File: src/rtl/icache_direct_if.sv
// Bus bundle between the instruction cache, the IF stage and the memory controller.
// The cache owns the "master" view; the surrounding pipeline/memory environment owns "slave".
interface icache_direct_if;
    logic        flush;
    logic        if_req;
    logic [31:0] if_addr;
    logic        if_rdy;
    logic [31:0] if_ins;
    logic [1:0]  mc_op;
    logic [1:0]  mc_len;
    logic [31:0] mc_addr;
    logic        mc_rdy;
    logic [31:0] mc_out;

    modport master (
        input  flush,
        input  if_req,
        input  if_addr,
        input  mc_rdy,
        input  mc_out,
        output if_rdy,
        output if_ins,
        output mc_op,
        output mc_len,
        output mc_addr
    );

    modport slave (
        output flush,
        output if_req,
        output if_addr,
        output mc_rdy,
        output mc_out,
        input  if_rdy,
        input  if_ins,
        input  mc_op,
        input  mc_len,
        input  mc_addr
    );
endinterface

File: src/rtl/icache_direct.sv
// Direct-mapped, read-only instruction cache with one 32-bit word per line.
// Hits answer one cycle after the request; misses issue a single 4-byte read
// to the memory controller, fill the line and then answer. A flush drops the
// outstanding fetch. rdy_in low freezes every register, array and output.
module icache_direct #(
    parameter int INDEX_BITS = 6,
    parameter int ADDR_BITS  = 18
) (
    input  logic             clk_in,
    input  logic             rst_in,
    input  logic             rdy_in,
    icache_direct_if.master  bus
);
    localparam int LINES    = 1 << INDEX_BITS;
    localparam int TAG_BITS = ADDR_BITS - INDEX_BITS - 2;

    typedef enum logic {
        IDLE,
        FILL
    } state_t;

    state_t                state;
    logic [LINES-1:0]      valid_bits;
    logic [TAG_BITS-1:0]   tag_mem  [LINES];
    logic [31:0]           data_mem [LINES];

    // Index and tag of the line being filled, latched at miss time so that
    // if_req/if_addr are free to change while the read is outstanding.
    logic [INDEX_BITS-1:0] fill_index;
    logic [TAG_BITS-1:0]   fill_tag;

    logic [INDEX_BITS-1:0] req_index;
    logic [TAG_BITS-1:0]   req_tag;
    logic                  req_hit;
    logic                  fill_done;
    logic                  unused_addr_bits;

    assign req_index = bus.if_addr[INDEX_BITS+1:2];
    assign req_tag   = bus.if_addr[ADDR_BITS-1:INDEX_BITS+2];
    assign req_hit   = valid_bits[req_index] && (tag_mem[req_index] == req_tag);

    // A fill completes whenever the read returns while not frozen, even if a
    // flush arrives in the same cycle: the data is still correct for that line.
    assign fill_done = rdy_in && (state == FILL) && bus.mc_rdy;

    // Instruction addresses are word aligned, the byte offset carries nothing.
    assign unused_addr_bits = ^bus.if_addr[1:0];

    // Tag/data storage has no reset; the valid bits alone decide whether a line is usable.
    always_ff @(posedge clk_in) begin
        if (fill_done && !rst_in) begin
            tag_mem[fill_index]  <= fill_tag;
            data_mem[fill_index] <= bus.mc_out;
        end
    end

    // Lookup/fill controller with registered IF and memory-controller outputs.
    always_ff @(posedge clk_in or posedge rst_in) begin
        if (rst_in) begin
            state       <= IDLE;
            valid_bits  <= '0;
            fill_index  <= '0;
            fill_tag    <= '0;
            bus.if_rdy  <= 1'b0;
            bus.if_ins  <= 32'h0;
            bus.mc_op   <= 2'b00;
            bus.mc_len  <= 2'b00;
            bus.mc_addr <= 32'h0;
        end else if (rdy_in) begin
            bus.if_rdy <= 1'b0;

            if (fill_done) begin
                valid_bits[fill_index] <= 1'b1;
            end

            if (bus.flush) begin
                state      <= IDLE;
                bus.mc_op  <= 2'b00;
                bus.mc_len <= 2'b00;
            end else begin
                case (state)
                    IDLE: begin
                        if (bus.if_req) begin
                            if (req_hit) begin
                                bus.if_rdy <= 1'b1;
                                bus.if_ins <= data_mem[req_index];
                            end else begin
                                fill_index  <= req_index;
                                fill_tag    <= req_tag;
                                bus.mc_op   <= 2'b01;
                                bus.mc_len  <= 2'b11;
                                bus.mc_addr <= {bus.if_addr[31:2], 2'b00};
                                state       <= FILL;
                            end
                        end
                    end
                    FILL: begin
                        if (bus.mc_rdy) begin
                            bus.if_rdy <= 1'b1;
                            bus.if_ins <= bus.mc_out;
                            bus.mc_op  <= 2'b00;
                            bus.mc_len <= 2'b00;
                            state      <= IDLE;
                        end
                    end
                    default: begin
                        state <= IDLE;
                    end
                endcase
            end
        end
    end
endmodule

File: src/flat_wrapper.sv
// flat-port wrapper written by rule: the top's interface ports become plain ports
module icache_direct_flat 
#(
    parameter int INDEX_BITS = 6,
    parameter int ADDR_BITS  = 18
)
  (clk_in, rst_in, rdy_in, bus_flush, bus_if_req, bus_if_addr, bus_mc_rdy, bus_mc_out, bus_if_rdy, bus_if_ins, bus_mc_op, bus_mc_len, bus_mc_addr);
  icache_direct_if bus_i ();
  input  logic clk_in;
  input  logic rst_in;
  input  logic rdy_in;
  input wire logic [$bits(bus_i.flush)-1:0] bus_flush;
  input wire logic [$bits(bus_i.if_req)-1:0] bus_if_req;
  input wire logic [$bits(bus_i.if_addr)-1:0] bus_if_addr;
  input wire logic [$bits(bus_i.mc_rdy)-1:0] bus_mc_rdy;
  input wire logic [$bits(bus_i.mc_out)-1:0] bus_mc_out;
  output wire logic [$bits(bus_i.if_rdy)-1:0] bus_if_rdy;
  output wire logic [$bits(bus_i.if_ins)-1:0] bus_if_ins;
  output wire logic [$bits(bus_i.mc_op)-1:0] bus_mc_op;
  output wire logic [$bits(bus_i.mc_len)-1:0] bus_mc_len;
  output wire logic [$bits(bus_i.mc_addr)-1:0] bus_mc_addr;
  assign bus_i.flush = bus_flush;
  assign bus_i.if_req = bus_if_req;
  assign bus_i.if_addr = bus_if_addr;
  assign bus_i.mc_rdy = bus_mc_rdy;
  assign bus_i.mc_out = bus_mc_out;
  assign bus_if_rdy = bus_i.if_rdy;
  assign bus_if_ins = bus_i.if_ins;
  assign bus_mc_op = bus_i.mc_op;
  assign bus_mc_len = bus_i.mc_len;
  assign bus_mc_addr = bus_i.mc_addr;
  icache_direct #(.INDEX_BITS(INDEX_BITS), .ADDR_BITS(ADDR_BITS)) u_core (.clk_in(clk_in), .rst_in(rst_in), .rdy_in(rdy_in), .bus(bus_i));
endmodule
File: config.mk
export PLATFORM = sky130hd
export DESIGN_NAME = icache_direct_flat
export DESIGN_NICKNAME = d
export VERILOG_FILES = /design/src/rtl/icache_direct_if.sv /design/src/rtl/icache_direct.sv /design/src/flat_wrapper.sv
export SDC_FILE = /design/constraint.sdc
export NUM_CORES = 2
export LEC_CHECK = 0
export CORE_ASPECT_RATIO = 0.6
export CORE_UTILIZATION = 40
export CTS_CLUSTER_DIAMETER = 60
export DETAILED_ROUTE_END_ITERATION = 6
export GPL_ROUTABILITY_DRIVEN = 0
export SLEW_MARGIN = 20
export SYNTH_ARGS = -nofsm -noshare
export SYNTH_HDL_FRONTEND = slang
export SYNTH_SLANG_ARGS = --single-unit
File: constraint.sdc
create_clock -name clk_in -period 4.5 [get_ports clk_in]
set_clock_uncertainty 0.15 [all_clocks]
set_input_delay 0.9 -clock clk_in [delete_from_list [all_inputs] [get_ports clk_in]]
set_output_delay 0.9 -clock clk_in [all_outputs]
set_load 0.01 [all_outputs]
### Word-level counts from Yosys, hierarchy flattened

Memory sizes are Yosys's and may differ from the RTL's.
Index checks and enable logic that the tools add are counted.

* bits in registers: 148
* memory bits (writable): 2688
* output and inout bits: 69
* word-level logic and storage cells: 64
* memories kept: 2

Memory list
* u_core.data_mem: depth 64, bits a word 32, read ports 1, clocked after memory_dff 0, write ports 1, line icache_direct.sv:25 `logic [31:0] data_mem [LINES];`
* u_core.tag_mem: depth 64, bits a word 10, read ports 1, clocked after memory_dff 0, write ports 1, line icache_direct.sv:24 `logic [TAG_BITS-1:0] tag_mem [LINES];`

* magnitude comparators: 3
* eq/ne operators: 7
* mux-type cells: 29
* bitwise gates (word level): 4
* reduce and logical (&&, ||, !) cells: 10

Operator list (count)
* $mux 32: 3
* $or 64x64->64: 1
* $pmux 32 s2: 1
* $lt 6x7->1 const B: 2
* $mux 2: 7
* $mux 1: 12
* $eq 10x10->1: 1
* $reduce_and 5->1: 2
* $ne 3x3->1 const B: 3
* $pmux 2 s2: 2
* $bmux 1 s6: 1
* $demux 1 s6: 1
* $ge 6x1->1 const B: 1
* $logic_and 1x1->1: 5
* $ne 2x2->1 const B: 2
* $pmux 1 s2: 2
* $reduce_and 4->1: 1
* $not 1->1: 3
* $ne 2x1->1 const B: 1
* $reduce_and 2->1: 1
* $logic_not 1->1: 1

### Longest topological paths before layout

* depth in word-level cells: 7
* gate-level depth with buffers: 16
* gate-level depth less buffers: 9

### Least setup slack after synthesis

No wires, ideal clock.

* kind: input to register
* from: input port rst_in
* to: memory u_core.data_mem[58][0], enable pin
* data arrival time: 6.313 ns
* slack: -2.404 ns
* cell stages on the path: 3
* cell sequence: inv_1 -> nand2_1 -> nor2_1

* word-level cells in the longest chain between the ends: 4

Ends and longest elaborated chain
* start: declaration: line flat_wrapper.sv:10 `input logic rst_in;`
* $logic_not 1->1: line icache_direct.sv:51 `if (fill_done && !rst_in) begin`
* $logic_and 1x1->1: line icache_direct.sv:51
* $mux 1: line icache_direct.sv:51
* $mux 1 (implied by the code): line icache_direct.sv:53 `data_mem[fill_index] <= bus.mc_out;`
* end: declaration: line icache_direct.sv:25

No other way between the ends.

### Worst setup path in the final report

* from: input port bus_if_addr[2]
* to: register u_core.bus.if_ins[0]

* word-level cells in the longest chain between the ends: 5

Ends and longest elaborated chain
* start: declaration: line flat_wrapper.sv:14 `input wire logic [$bits(bus_i.if_addr)-1:0] bus_if_addr;`
* $mem_v2 64x10 or $bmux 1 s6 (tied branches)
* $eq 10x10->1 or $mux 1 (tied branches): line icache_direct.sv:40 `assign req_hit = valid_bits[req_index] && (tag_mem[req_index] == req_tag);`
* $logic_and 1x1->1: line icache_direct.sv:40
* $ne 2x1->1 (no source line)
* $reduce_and 5->1 (no source line)
* end signal: assignment: line icache_direct.sv:86 `bus.if_ins <= data_mem[req_index];`
* end signal: assignment: line icache_direct.sv:100 `bus.if_ins <= bus.mc_out;`
* end: declaration: line icache_direct_if.sv:22 `output if_ins,`

Parallel ways exist; a longest one is shown, timed or not. The select of a mux whose other input is x is not followed.
A chain may end at the register's enable or synchronous reset.

==> impl_metrics.toml <==
[floorplanning]
fp.dieH_um = 405.7
die_area_um2 = 273800
rows = 147
coreArea_um2 = 268700
boundaryPins = 139
initial_core_util_pct = 40.43
die_w_um = 674.8

[timing]
drv_slew = 0
min_period_ns = 4.264
rsz0062_at_grt = "false"
hold_violations = 0
max_freq_ghz = 0.2345
tns_ns = 0
final.period_utilization_pct = 94.75
setup_viol = 0
tightest_slew_ns = 1.087
relSlewSlack_pct = 27.53

[global_route]
grt_first_pass_wirelength_um = 440700
grt_max_degree = 66
grt_antenna_before_repair = 12
gr-total-overflow = 0
grt_pass1_vias = 53430
grt_usage_pct = 23.36

[yosys]
yosys-top-cells-count = "2688 x edfxtp_1, 796 x mux4_2, 168 x mux2i_1"
ys.flop_type = "edfxtp_1"
synth_area_um2 = 108600
async_flop_share_pct = 4.579
synth.avg_cell_area_um2 = 23.36
yosys.area.top_type = "edfxtp_1"
synthMostInstantiatedCell = "edfxtp_1"
netlist_top_cells_area = "edfxtp_1 74%, mux4_2 17%, dfrtp_1 3.0%"
ys_ff_latch = 2817
synth-seq-area-share_pct = 77.27
yosys_warnings = 0
ys_types = 54
syn_inst = 4651
synth_edf_count = 2688
synth_top_area_share_pct = 74.30

[final_layout]
postLayoutCoreUtil_pct = 47.52
nFillCells = 21490
fin_cells = 9030
area_growth_syn_to_layout_pct = 17.55
nets = 5317
fin_area_um2 = 127700
multi_input_area_um2 = 23900
seq_area_um2 = 83960
drive_gt1_share_pct = 33.30

[setup_path]
cp_cell_sequence = "buf_8, buf_4, buf_12, buf_4, mux4_2, mux4_2, and2_1, a211oi_1, buf_4, a21oi_1, mux2i_1, buf_4, nand2_1, nor4_1, a211oi_1"
reg2reg_slack_ns = 0.55
cp_max_fo = 24
slowest_stage = "mux2i_1"
worst_path_most_repeated_cell = "buf_4"
start_kind = "input pin"
crit_path_max_incr_delay_ns = 0.67
required_ns = 5.05
arrival_ns = 4.81
cp-end-kind = "register"
critPathBufInv = 6
critPathKind = "input pin to register"
crit_family = "multiplexers"

[detailed_routing]
drt_iter0_drc = 7637
routed_wl_um = 321300
routedWlPerCell_um = 35.58
first_pass_iters = 5
num_vias = 54950
ant_nets = 0
drc_errors = 0
vias_per_cell = 6.085

[clocking]
clk_path_buf_depth = 4
cts-root-buf = "clkbuf_16"
post_cts_resize_count = 0
h-tree-depth = 5
insertion_delay_ns = 0.86
cts_tree = "built"
post_cts_buffers = 0
ctsHoldBuffers = 0
clock_sinks = 2817
cts_buffers = 268
cts.reportedPaths.clkPinSlew_ns = 0.06

[pwr]
power_density_nw_per_um2 = 443.8
leakagePower_nw = 40.61
p_total_mw = 56.68
ir_drop_mv = 0.3378

[hold_path]
hold_path.class = "input pin to register"

[place]
dpl_cell_area_um2 = 119100
dp.cells = 8552
place_hpwl_um = 183900
io_buffers = 133

[flow_run]
drv_cap = 0

[status]
status = "completed"
[final cells by class]
| type | instances | share of cell area [%] |
|---|---|---|
| antenna | 4 | 0.007838 |
| clock buffer | 325 | 5.608 |
| clock inverter | 148 | 1.117 |
| inverter | 9 | 0.03527 |
| multi-input combinational | 1549 | 18.72 |
| sequential | 2817 | 65.74 |
| tap | 3576 | 3.504 |
| timing repair buffer | 602 | 5.267 |
[layer usage]
layer | wire length, µm | GRT usage [%] | up-vias
met1 | 139300 | 35.97 | 30260
met4 | 7595 | 5.251 | 0
met5 | 0 | 0 | -
li1 | - | - | 21160
met2 | 140000 | 33.59 | 3097
met3 | 34390 | 5.744 | 433
[logic make-up after synthesis]
logic type	synth area share, %
mux	18.38
other cells	0.003452
simple gates	1.192
xor+xnor	0.1048
buf+inv	1.246
compound gates	1.806
flops	77.27
[where the power goes]
part / switching [mW] / total [mW] / leakage (nW) / internal (mW)
Sequential: 0.262 / 29.6 / 25.8 / 29.4
Combinational: 2.53 / 4.34 / 10.6 / 1.81
Clock: 9.88 / 22.7 / 4.21 / 12.8
Total: 12.7 / 56.7 / 40.6 / 44.0
[cell usage in the layout, fill, tap and decap left out, types with 33 or more instances in the layout]
cell,synthesis,final
o21bai_1,40,40
clkdlybuf4s50_1,0,95
buf_4,23,310
a22oi_1,51,51
clkbuf_16,0,277
a311oi_1,33,33
mux4_2,796,796
dfrtp_1,129,118
clkbuf_1,124,43
nor2_4,0,65
edfxtp_1,2688,2688
nand2_1,70,70
mux2i_1,168,168
nor4_1,38,38
clkinv_1,0,48
a211oi_1,40,39
clkinv_2,0,49
buf_12,0,162
[flip-flops by register name (all words and copies together) (netlist names)]
name / cells
u_core.fill_tag: 9
u_core.state: 1
u_core.tag_mem: 640
u_core.fill_index: 5
u_core.bus.if_rdy: 1
u_core.data_mem: 2048
u_core.bus.if_ins: 32
u_core.valid_bits: 64
u_core.bus.mc_len: 1
u_core.bus.mc_addr: 16
[path summary, 6_finish.rpt]
kind / start / to / depth (start not counted)
hold reg to reg: u_core.valid_bits[10] / u_core.valid_bits[10] / 1
setup reg to reg: u_core.state / u_core.tag_mem[0][1] / 6
max in group asynchronous: rst_in / u_core.state / 3
setup / recovery: bus_if_addr[2] / u_core.bus.if_ins[0] / 15
hold / removal: bus_mc_out[11] / u_core.data_mem[40][11] / 1
min in group asynchronous: rst_in / u_core.valid_bits[59] / 3
[metrics by stage]
stage | setup WS (ns) | hold slack, ns
2_1_floorplan | -0.4673 | 0.2726
3_5_place_dp | -0.5045 | 0.2904
3_3_place_gp | -0.4492 | 0.2814
6_report | 0.2363 | 0.2134
4_1_cts | 0.3873 | 0.1580
5_1_grt | 0.1063 | 0.1837
Power figures use the tool's default switching activity.
